## src/rtl/title_banner_animator.sv

```systemverilog
// Title-screen banner sequencer: slides the banner in, bounces it while blinking
// the prompt, exits upward on a start press, then pulses title_done.
module title_banner_animator #(
   parameter int unsigned SCREEN_W     = 640,
   parameter int unsigned BANNER_W_PX  = 320,
   parameter int unsigned X_MARGIN     = 40,
   parameter int unsigned X_START      = 160,
   parameter int unsigned START_Y      = 0,
   parameter int unsigned REST_Y       = 120,
   parameter int unsigned STEP_Y       = 2,
   parameter int unsigned STEP_EXIT    = 4,
   parameter int unsigned HOVER_DIV    = 2,
   parameter int unsigned BLINK_FRAMES = 30
) (
   input  logic       clk,
   input  logic       rst,
   input  logic       frame_tick,
   input  logic       start_btn,
   output logic [9:0] origin_x,
   output logic [9:0] origin_y,
   output logic       banner_visible,
   output logic       prompt_visible,
   output logic       title_done
);

   localparam int unsigned COORD_W = 10;
   localparam int unsigned SUM_W   = COORD_W + 1;
   localparam int unsigned X_MIN   = X_MARGIN;
   localparam int unsigned X_MAX   = SCREEN_W - BANNER_W_PX - X_MARGIN;
   localparam int unsigned DIV_W   = (HOVER_DIV > 1) ? $clog2(HOVER_DIV) : 1;
   localparam int unsigned BLINK_W = (BLINK_FRAMES > 1) ? $clog2(BLINK_FRAMES) : 1;

   typedef enum logic [1:0] {
      S_SLIDE_IN = 2'd0,
      S_HOVER    = 2'd1,
      S_EXIT     = 2'd2,
      S_DONE     = 2'd3
   } state_e;

   state_e               state_q;
   logic [COORD_W-1:0]   origin_x_q;
   logic [COORD_W-1:0]   origin_y_q;
   logic                 banner_visible_q;
   logic                 prompt_visible_q;
   logic                 title_done_q;
   logic                 dir_right_q;
   logic [DIV_W-1:0]     div_cnt_q;
   logic [BLINK_W-1:0]   blink_cnt_q;
   logic                 start_q;

   logic                 start_edge;
   logic [SUM_W-1:0]     slide_sum;

   assign start_edge = start_btn & ~start_q;
   assign slide_sum  = {1'b0, origin_y_q} + SUM_W'(STEP_Y);

   // Sequencer; every position and flag update happens here so outputs stay registered.
   always_ff @(posedge clk or posedge rst) begin
      if (rst) begin
         state_q          <= S_SLIDE_IN;
         origin_x_q       <= COORD_W'(X_START);
         origin_y_q       <= COORD_W'(START_Y);
         banner_visible_q <= 1'b1;
         prompt_visible_q <= 1'b0;
         title_done_q     <= 1'b0;
         dir_right_q      <= 1'b1;
         div_cnt_q        <= '0;
         blink_cnt_q      <= '0;
         start_q          <= 1'b1;
      end else begin
         start_q      <= start_btn;
         title_done_q <= 1'b0;
         case (state_q)
            S_SLIDE_IN: begin
               if (start_edge) begin
                  state_q <= S_EXIT;
               end else if (frame_tick) begin
                  if (slide_sum >= SUM_W'(REST_Y)) begin
                     origin_y_q       <= COORD_W'(REST_Y);
                     state_q          <= S_HOVER;
                     prompt_visible_q <= 1'b1;
                     blink_cnt_q      <= '0;
                     div_cnt_q        <= '0;
                  end else begin
                     origin_y_q <= slide_sum[COORD_W-1:0];
                  end
               end
            end
            S_HOVER: begin
               if (start_edge) begin
                  // A start press beats a coincident frame_tick: origin is held.
                  state_q          <= S_EXIT;
                  prompt_visible_q <= 1'b0;
               end else if (frame_tick) begin
                  if (div_cnt_q == DIV_W'(HOVER_DIV - 1)) begin
                     div_cnt_q <= '0;
                     if (dir_right_q) begin
                        if (origin_x_q == COORD_W'(X_MAX)) begin
                           dir_right_q <= 1'b0;
                           origin_x_q  <= COORD_W'(X_MAX - 1);
                        end else begin
                           origin_x_q <= origin_x_q + COORD_W'(1);
                        end
                     end else begin
                        if (origin_x_q == COORD_W'(X_MIN)) begin
                           dir_right_q <= 1'b1;
                           origin_x_q  <= COORD_W'(X_MIN + 1);
                        end else begin
                           origin_x_q <= origin_x_q - COORD_W'(1);
                        end
                     end
                  end else begin
                     div_cnt_q <= div_cnt_q + DIV_W'(1);
                  end
                  if (blink_cnt_q == BLINK_W'(BLINK_FRAMES - 1)) begin
                     blink_cnt_q      <= '0;
                     prompt_visible_q <= ~prompt_visible_q;
                  end else begin
                     blink_cnt_q <= blink_cnt_q + BLINK_W'(1);
                  end
               end
            end
            S_EXIT: begin
               if (frame_tick) begin
                  if (origin_y_q <= COORD_W'(STEP_EXIT)) begin
                     origin_y_q       <= '0;
                     state_q          <= S_DONE;
                     banner_visible_q <= 1'b0;
                     title_done_q     <= 1'b1;
                  end else begin
                     origin_y_q <= origin_y_q - COORD_W'(STEP_EXIT);
                  end
               end
            end
            S_DONE: begin
               banner_visible_q <= 1'b0;
            end
            default: begin
               state_q <= S_DONE;
            end
         endcase
      end
   end

   assign origin_x       = origin_x_q;
   assign origin_y       = origin_y_q;
   assign banner_visible = banner_visible_q;
   assign prompt_visible = prompt_visible_q;
   assign title_done     = title_done_q;

endmodule
```

## config.mk

```make
export PLATFORM = sky130hd
export DESIGN_NAME = title_banner_animator
export DESIGN_NICKNAME = d
export VERILOG_FILES = /design/src/rtl/title_banner_animator.sv
export SDC_FILE = /design/constraint.sdc
export NUM_CORES = 1
export LEC_CHECK = 0
export ABC_CLOCK_PERIOD_IN_PS = 1800
export CAP_MARGIN = 20
export CORE_ASPECT_RATIO = 1.75
export CORE_MARGIN = 5
export CORE_UTILIZATION = 35
export DETAILED_ROUTE_END_ITERATION = 16
export PLACE_DENSITY_LB_ADDON = 0.2
export SYNTH_ARGS = -nofsm -noshare
export SYNTH_HDL_FRONTEND = slang
export SYNTH_SLANG_ARGS = --single-unit
```

## constraint.sdc

```tcl
create_clock -name clk -period 1.8 [get_ports clk]
set_input_delay 0.54 -clock clk [delete_from_list [all_inputs] [get_ports clk]]
set_output_delay 0.54 -clock clk [all_outputs]
set_load 0.005 [all_outputs]
```

==> results.yml <==
logic_synthesis:
  synth_top_area_cell: "dfrtp_1"
  synth_top_family_by_area: "compound AO/OA/AOI/OAI gates"
  synthAdderAreaFrac_pct: 6.045
  synth_cell_types: 70
  avgSynthCellArea_sq_um: 8.624
  synth_compound_area_share_pct: 25.59
  synthCells: 288
  synth-xor-area-share_pct: 1.058
  synth.area.top_cells: "dfrtp_1, ha_1, dfstp_2"
  syn-cell-area_sq_mm: 0.002484
  yosysWarnings: 0
  synthArstFlopShare_pct: 100.0
  ys.flop_type: "dfrtp_1"
  synthMuxAreaShare_pct: 2.670
  ys_seq_elements: 32
  syn-num-nets: 304
  synth_top_area_share_pct: 27.20
  yosys.area_share.simple_pct: 25.49
  synth.yosys.seq_area_share_pct: 32.49
  synth_edf_count: 0
sta:
  finClkSkew_ns: 0.002896
  hold_viol_final: 0
  rsz0062_at_grt: "yes"
  post-route-min-period_ns: 1.898
  setup_tns_ns: -0.7136
  fmax_mhz: 527.0
  finalCritPeriodShare_pct: 105.4
  setup_violations: 11
  slew_violations: 0
  setup_slack_ns: -0.09758
critical_path:
  cp-start-kind: "flop"
  criticalPathCategory: "flop to flop"
  critPathCaptureType: "flop"
  crit_path_max_fanout: 6
  r2r_slack_ns: -0.1
  cp.required_ns: 1.97
  crit_slowest_cell: "dfrtp_2"
  worst_ep_arrival_time_ns: 2.06
  cp_cell_sequence: "ha_4 > and2_4 > o31ai_4 > nand4_4 > buf_6 > buf_4 > nand3_4 > mux2i_1"
  max_stage_delay_ns: 0.48
global_route:
  grtUsageTotal_pct: 19.97
  grt_pass1_vias: 2970
  grt_pass1_wl_um: 13740
  grt_max_degree: 33
  antenna_found_initial: 0
  use_met1_pct: 18.53
  top_usage_layer: "met2"
  overflow: 0
  met2_usage_pct: 37.56
  use_met3_pct: 3.234
floorplanning:
  ioPinCount: 27
  die_w_um: 73.68
  start_util_pct: 35.96
  die_area_sq_mm: 0.008947
  coreArea_sq_mm: 0.006907
  die_h_um: 121.4
  num_rows: 40
power:
  ir_drop_mv: 1.180
  power_frac_comb_pct: 68.2
  clkPwrFrac_pct: 13.5
  swShare_pct: 42.57
  p_leak_nw: 1.777
  intPower_w: 0.003577
  switchingPower_w: 0.002651
  powerDensity_mw_per_mm2: 1511
  power_frac_seq_pct: 18.3
worst_hold_path:
  hold_class: "input port to flop"
clock_network:
  cts-root-buf: "clkbuf_16"
  clk_path_buf_depth: 2
  cts_tree: "yes"
  clock_latency_ns: 0.28
  cts_buffers: 5
  cts_num_sinks: 32
  htree_levels: 2
  path_clk_slew_ns: 0.05
cells_and_area:
  area_delta_synth_final_pct: 65.89
  fin_util_pct: 59.66
  drive_above_1_share_pct: 45.99
  nets: 426
  antenna_cells: 0
drt:
  postRouteAntennaNets: 0
  first_pass_iters: 4
  wirelength_um: 8670
  drc_errors: 0
  viasPerCell: 5.661
  drt_iter0_drc: 193
  post_drt_wl_per_cell_um: 17.52
  vias: 2802
run_status:
  failed_checks: "setup timing"
  status: "finished, violations left"
place:
  place.gp.congestion: 0.8971
  port-buffer-count: 25
  hpwl_um: 5992
run:
  cap_viol_max_count: 0
==> layer usage <==
layer / routed length [um] / part of all wire (%)
met1: 2877 / 33
met4: 540 / 6.2
met2: 4990 / 58
met3: 262 / 3.0
met5: 0 / 0
==> path summary, 6_finish.rpt <==
path,end,cells past startpoint,startpoint
worst max-delay path,div_cnt_q,8,origin_y[2]
worst min-delay path,start_q,1,start_btn
worst max register to register,div_cnt_q,8,origin_y[2]
worst min register to register,banner_visible,2,banner_visible
max in group asynchronous,dir_right_q,3,rst
min in group asynchronous,origin_y[8],3,rst
==> layout make-up <==
type                    instances  area, sq um
fillers                       600         2786
repair buffers                133         1152
inverters                      18        67.56
well taps                      84        105.1
multi-input cells             220         1842
clock inverters                 1        5.005
clock buffers                   7        132.6
flip-flops and latches         32        815.8
==> power groups by stage <==
stage	logic, W	clock network, W	registers, W
5_1_grt	0.00459	0.000892	0.00117
3_5_place_dp	0.00326	0	0.00117
2_1_floorplan	0.00165	0	0.00114
4_1_cts	0.00360	0.000858	0.00114
3_3_place_gp	0.00322	0	0.00117
6_report	0.00425	0.000839	0.00114
==> through the flow <==
step	cells	hold WS, ns	total power, W	instance area (sq um)	setup WS (ns)
CTS	479	0.4429	0.005602	3762	-0.08131
global placement	456	0.4380	0.004389	3400	-0.2980
detailed placement	456	0.4351	0.004431	3400	-0.3967
floorplan	288	0.4341	0.002793	2522	-0.07208
global route	495	0.4272	0.006654	4120	-0.1918
finish	495	0.4341	0.006228	4120	-0.09758
==> synth_stat cells, drive strengths merged, types with 2 or more instances <==
library cell	instances
dfrtp	27
o21ai	26
nand2	24
nor2	19
a21oi	18
inv	18
buf	13
nor3	13
ha	12
nand3	10
nor4	7
nand2b	6
clkbuf	5
dfstp	5
nor2b	5
o211ai	5
o41ai	5
a211oi	4
mux2i	4
nand4b	4
or3	4
a31oi	3
and3	3
and4	3
nand4	3
o2bb2ai	3
a221oi	2
a2bb2oi	2
and2	2
mux2	2
o221ai	2
o22ai	2
o31ai	2
o32a	2
or4	2
xnor2	2
==> sequential cells by signal, summed over array words and instances (netlist names) <==
signal / count
banner_visible: 1
blink_cnt_q: 5
dir_right_q: 1
div_cnt_q: 1
origin_x: 10
origin_y: 9
prompt_visible: 1
start_q: 1
state_q: 2
title_done: 1
==> worst max-delay path, delay by kind of cell (launching register included) <==
family                   cells  cell delay (ns)
flip-flops                   1             0.48
AND/OR/NAND/NOR              3             0.38
adder cells (fa/ha/maj)      1             0.20
AO/OA/AOI/OAI                1             0.34
buffers and inverters        2             0.30
multiplexers                 1             0.07
==> cells in the final DEF (no fill, tap or decap), types with 6 or more instances in the layout <==
| cell type | instances |
|---|---|
| buf_6 | 15 |
| o21ai_1 | 14 |
| dfrtp_2 | 7 |
| o21ai_0 | 10 |
| dfrtp_1 | 20 |
| buf_4 | 89 |
| clkdlybuf4s50_1 | 7 |
| nor2_1 | 16 |
| dlymetal6s2s_1 | 6 |
| inv_1 | 16 |
| nor3_1 | 8 |
| nand3_1 | 6 |
| nand2_1 | 22 |
| a21oi_1 | 15 |
| dlygate4sd2_1 | 12 |
==> repair_timing <==
item | in CTS | in global routing
gates resized for setup | 51 | 60
pin swaps | 6 | 18
endpoints found under the setup margin | 40 | 35
hold buffers | 0 | 0
cloned | 0 | 1
setup buffers | 15 | 17
==> cells by family (layout without fill, tap and decap cells) <==
| kind of cell | after synthesis | in the layout |
|---|---|---|
| and+or+nand+nor | 109 | 109 |
| other | 1 | 1 |
| buffers and inverters | 36 | 159 |
| adders and majority gates | 12 | 12 |
| DFF | 32 | 32 |
| AOI/OAI and AO/OA | 89 | 89 |
| xor gates and xnor gates | 3 | 3 |
| muxes | 6 | 6 |
(Power assumes the default switching activity.)
==> edit 1 (same flow settings) <==
`HOVER_DIV`: 2 -> 1.
--- a/src/rtl/title_banner_animator.sv
+++ b/src/rtl/title_banner_animator.sv
@@ -10,5 +10,5 @@
    parameter int unsigned STEP_Y       = 2,
    parameter int unsigned STEP_EXIT    = 4,
-   parameter int unsigned HOVER_DIV    = 2,
+   parameter int unsigned HOVER_DIV    = 1,
    parameter int unsigned BLINK_FRAMES = 30
 ) (
Formal check against the unedited RTL: no difference found for any inputs over 10 cycles, from zero or initial values and one cycle with rst high; that may be too few to reach the edited logic, so the function may still have changed.
==> edit 1 against the unedited design <==
  * The flow still finishes with violations (negative setup slack)
  * Worst setup slack got worse by 55 ps
  * Critical endpoint is now blink_cnt_q[0]
  * Largest power group unchanged
  * Routed wire length fell by 7.8%
  * Cell area fell by 6.2%
  * Core utilization fell by 0.97 points
  * Sequential cell count fell by 1
  * Clock skew rose by 4.4 ps
  * Global-route usage fell by 1.4 points
  * Area after synthesis fell by 4.3%
  * Power rose by 1.8%
==> edit 1: results (changes against the unedited design) <==
Outcome
  – Status: finished, violations left
  – Failing checks: negative setup slack

Pwr
  – Worst vdd ir: 728 µV (-38%)
  – Pleak: 1.69 nW (-4.7%)

Final layout
  – Nets: 403 (-5.4%)
  – FILL cells: 600 (unchanged)
  – Antenna Diode Count: 0 (unchanged)
  – Fraction of final layout cells sized beyond drive strength 1: 42.5% (-3.5 points)

CTS
  – Clock tree root driver cell: clkbuf_16

Yosys
  – Seq/Total Area, Yosys: 32.9% (+0.40 points)
  – Async SR Flop Fraction: 100% (unchanged)
  – Top cells by count, synth: dfrtp_1 (26), o21ai_0 (21), inv_1 (19)
  – Yosys warnings: 0 (unchanged)
  – Main synth FF type: dfrtp_1
  – Net count after synthesis: 297 (-2.3%)
  – Ranking of synthesized cells by area: dfrtp_1 (27%), ha_1 (6.3%), dfstp_2 (5.5%)
  – Unique masters post-synth: 61 (-13%)

Setup path
  – Crit-path max FO: 5 (-1)
  – CP max stage cell: dfrtp_2
  – CP arrival: 2110 ps (+50 ps)
  – Slowest Stage Delay on Critical Path: 450 ps (-30 ps)

Detailed routing
  – Top Layer Used: met4
  – Routed wl met3: 293 µm (+12%)
  – Vias: 2637 (-5.9%)
  – Wire length on met1: 2910 µm (+1.2%)
  – Wire length on met2: 4370 µm (-12%)
  – First-pass detailed-route iteration total: 4 (unchanged)
  – WL final: 7990 µm (-7.8%)
  – DRT iter0 DRCs: 115 (-40%)

Global routing
  – Pin count of the biggest net entering global routing: 32 (-3.0%)
  – First-pass GRT wire length: 12500 µm (-9.1%)
  – Overall Global Routing Usage: 18.6% (-1.4 points)

Placed design
  – DP HPWL: 5600 µm (-6.5%)
  – Post-placement cell area: 3200 µm² (-6.0%)
  – Final GP Congestion: 0.812 (-9.5%)

STA
  – Clock skew: 7.28 ps (+4.38 ps)
  – Setup WS post-layout: -153 ps (-55.0 ps)
  – Final setup viols: 10 (-1)

Min path
  – Worst Hold Class: reg -> reg
edit 1: cells by family (layout without fill, tap and decap cells):
family / count (synthesis) / after routing / synth area share, %
AO/OA/AOI/OAI: 97 / 97 / 28.4
flip-flops: 31 / 31 / 32.9
XOR/XNOR: 6 / 6 / 2.21
buffers and inverters: 38 / 145 / 7.11
adder cells (fa/ha/maj): 12 / 12 / 6.32
AND/OR/NAND/NOR: 94 / 94 / 22.1
other: 1 / 1 / 0.158
multiplexers: 2 / 2 / 0.842
edit 1: metal layers:
metal,vias up,track usage (%)
met2,71,35.0
met3,34,3.29
met4,0,10.4
met1,1267,18.2
met5,-,0
li1,1265,-
edit 1: what timing repair did:
item / 4_1_cts / 5_1_grt
pin swaps: 14 / 13
setup endpoints to repair: 31 / 31
gates resized for setup: 45 / 48
buffers inserted: 12 / 16
edit 1: path summary, 6_finish.rpt:
check | from | endpoint | slack (ps) | depth (start not counted)
worst max-delay path | origin_y[2] | blink_cnt_q[0] | -150 | 6
min in group asynchronous | rst | origin_x[3] | 600 | 3
worst max register to register | origin_y[2] | blink_cnt_q[0] | -150 | 6
max in group asynchronous | rst | start_q | 950 | 3
worst min-delay path | banner_visible | banner_visible | 450 | 2
worst min register to register | banner_visible | banner_visible | 450 | 2
edit 1: worst max-delay path: cells and delay by family, from the launching register on:
family	cells	cell delay (ps)
adders and majority gates	1	200
AOI/OAI and AO/OA	2	470
and+or+nand+nor	3	720
DFF	1	450
edit 1: area by class of cell:
cell class / instances / share of cell area [%]
timing repair buffer: 118 / 25.8
tap: 82 / 2.65
sequential: 31 / 20.5
inverter: 19 / 1.91
multi-input combinational: 212 / 45.5
clock buffer: 7 / 3.43
clock inverter: 1 / 0.129
edit 1: stage by stage:
step / worst slack (ps) / util, % / std cells / hold WS, ps / setup TNS (ps)
floorplan: -90.1 / - / 281 / 434 / -341
global placement: -285 / 48.5 / 435 / 442 / -5460
detailed placement: -323 / 48.5 / 435 / 451 / -5640
CTS: -139 / 53.9 / 455 / 458 / -851
global route: -198 / 58.7 / 470 / 475 / -1790
finish: -153 / 58.7 / 470 / 450 / -711
edit 1: power by group:
group          leakage (nW)  switching, mW  total (mW)  internal (mW)
logic                  1.27           2.08        4.33           2.25
registers             0.358          0.273        1.20          0.924
clock network        0.0679          0.303       0.813          0.510
==> edit 2 (same settings) <==
Without the edit above. Encoding of `state_e`: now one-hot (4 bits for 4 states).
--- a/src/rtl/title_banner_animator.sv
+++ b/src/rtl/title_banner_animator.sv
@@ -31,9 +31,9 @@
    localparam int unsigned BLINK_W = (BLINK_FRAMES > 1) ? $clog2(BLINK_FRAMES) : 1;
 
-   typedef enum logic [1:0] {
-      S_SLIDE_IN = 2'd0,
-      S_HOVER    = 2'd1,
-      S_EXIT     = 2'd2,
-      S_DONE     = 2'd3
+   typedef enum logic [3:0] {
+      S_SLIDE_IN = 4'b0001,
+      S_HOVER    = 4'b0010,
+      S_EXIT     = 4'b0100,
+      S_DONE     = 4'b1000
    } state_e;
 
Check against the original RTL: same outputs for any inputs over 10 cycles, from zero or initial values and one cycle with rst high; not proved beyond that.
==> edit 2 against the unedited design <==
  * The run still ends with negative setup slack left
  * Area after synthesis decreased by 2.0%
  * Sequential cell count increased by 2
  * Cell area increased by 6.2%
  * Die area decreased by 1.8%
  * Critical path depth unchanged
  * Worst setup slack got worse by 210 ps
  * Synthesized cell count decreased by 1.7%
  * Routed wire length increased by 3.0%
  * Core utilization increased by 4.6 points
  * Cell count increased by 1.8%
  * Worst hold slack improved by 67 ps
Power is not compared: it rests on default switching activity, and its combinational part moved more than twofold at a synthesized area within 25%.
==> edit 2: results (changes against the unedited design) <==
Yosys
  – Ranking of synthesized cells by area: dfrtp_1 (29%), dfstp_2 (6.5%), o21ai_0 (4.7%)
  – Mapped Cells: 283 (-1.7%)
  – Unique masters post-synth: 71 (+1.4%)
  – Net count after synthesis: 295 (-3.0%)
  – Top cells by count, synth: dfrtp_1 (28), nor2_1 (24), o21ai_0 (23)

STA
  – Setup WS post-layout: -305 ps (-207 ps)
  – Final setup viols: 26 (+15)
  – Clock skew: 1.57 ps (-1.32 ps)

Setup path
  – CP arrival: 2270 ps (+210 ps)
  – FF-to-FF End: state_q[3]
  – Slowest Stage Delay on Critical Path: 450 ps (-30 ps)
  – Crit-path max FO: 3 (-3)

Pwr
  – Comb group: 1.39 mW

Min path
  – Hold Crit Endpoint: banner_visible
  – Worst Hold Class: reg -> reg

Final layout
  – Nets: 431 (+1.2%)

Placed design
  – Post-place setup slack: -549 ps (-152 ps)
  – Final GP Congestion: 0.862 (-4.0%)
  – DP HPWL: 6070 µm (+1.4%)

Outcome
  – Failing checks: negative setup slack
  – Status: finished, violations left

Detailed routing
  – WL final: 8930 µm (+3.0%)
  – Vias: 2835 (+1.2%)
  – Via density: 5.63 (-0.63%)

Global routing
  – Pin count of the biggest net entering global routing: 35 (+6.1%)
  – Vias in the first global route: 2908 (-2.1%)
  – M1 GR Usage: 18.4% (-0.11 points)
  – First-pass GRT wire length: 13700 µm (-0.60%)
  – GR Util met3: 2.75% (-0.49 points)
edit 2: area by class of cell:
class                   count  area [µm²]
clock buffers               5         125
clock inverters             3        40.0
fillers                   550        2430
inverters                  15        63.8
multi-input cells         216        1890
flip-flops and latches     34         865
well taps                  84         105
repair buffers            147        1290
edit 2: logic make-up (layout without fill, tap and decap cells):
family / Yosys count / after routing / share of synthesized area, %
other cells: 1 / 1 / 0.154
buf+inv: 33 / 170 / 8.07
mux: 2 / 2 / 0.874
simple gates: 103 / 103 / 23.1
fa+ha+maj: 8 / 8 / 4.11
compound gates: 100 / 100 / 27.7
flops: 34 / 34 / 35.3
xor+xnor: 2 / 2 / 0.720
edit 2: metrics by stage:
step                      hold slack, ps  TNS, ps
after floorplan                      461    -2350
after global placement               477    -9960
after detailed placement             482   -11820
after CTS                            492    -3250
after global routing                 515    -5080
final                                501    -3030
edit 2: how the worst max path moves through the flow:
stage / slack [ps] / end / start
after global routing: -350 / origin_x[8] / origin_x[0]
after detailed placement: -550 / banner_visible / start_btn
after CTS: -270 / origin_x[8] / origin_x[1]
after floorplan: -290 / origin_x[8] / origin_x[0]
after global placement: -500 / banner_visible / start_btn
final: -300 / state_q[3] / origin_y[2]
edit 2: what timing repair did:
item / in CTS / in global routing
buffers inserted: 23 / 23
resized for setup: 89 / 76
endpoints found under the setup margin: 52 / 35
pin swaps: 19 / 41
edit 2: metal layers:
layer | wire length, µm | up-vias
li1 | - | 1341
met1 | 3050 | 1381
met2 | 5180 | 82
met3 | 258 | 31
met4 | 439 | 0
met5 | 0 | -
edit 2: critical path: cells and delay by family (launching register included):
family / cells / cell delay (ps)
AO/OA/AOI/OAI: 3 / 690
adder cells (fa/ha/maj): 1 / 180
buffers and inverters: 1 / 130
flip-flops: 1 / 450
AND/OR/NAND/NOR: 3 / 550
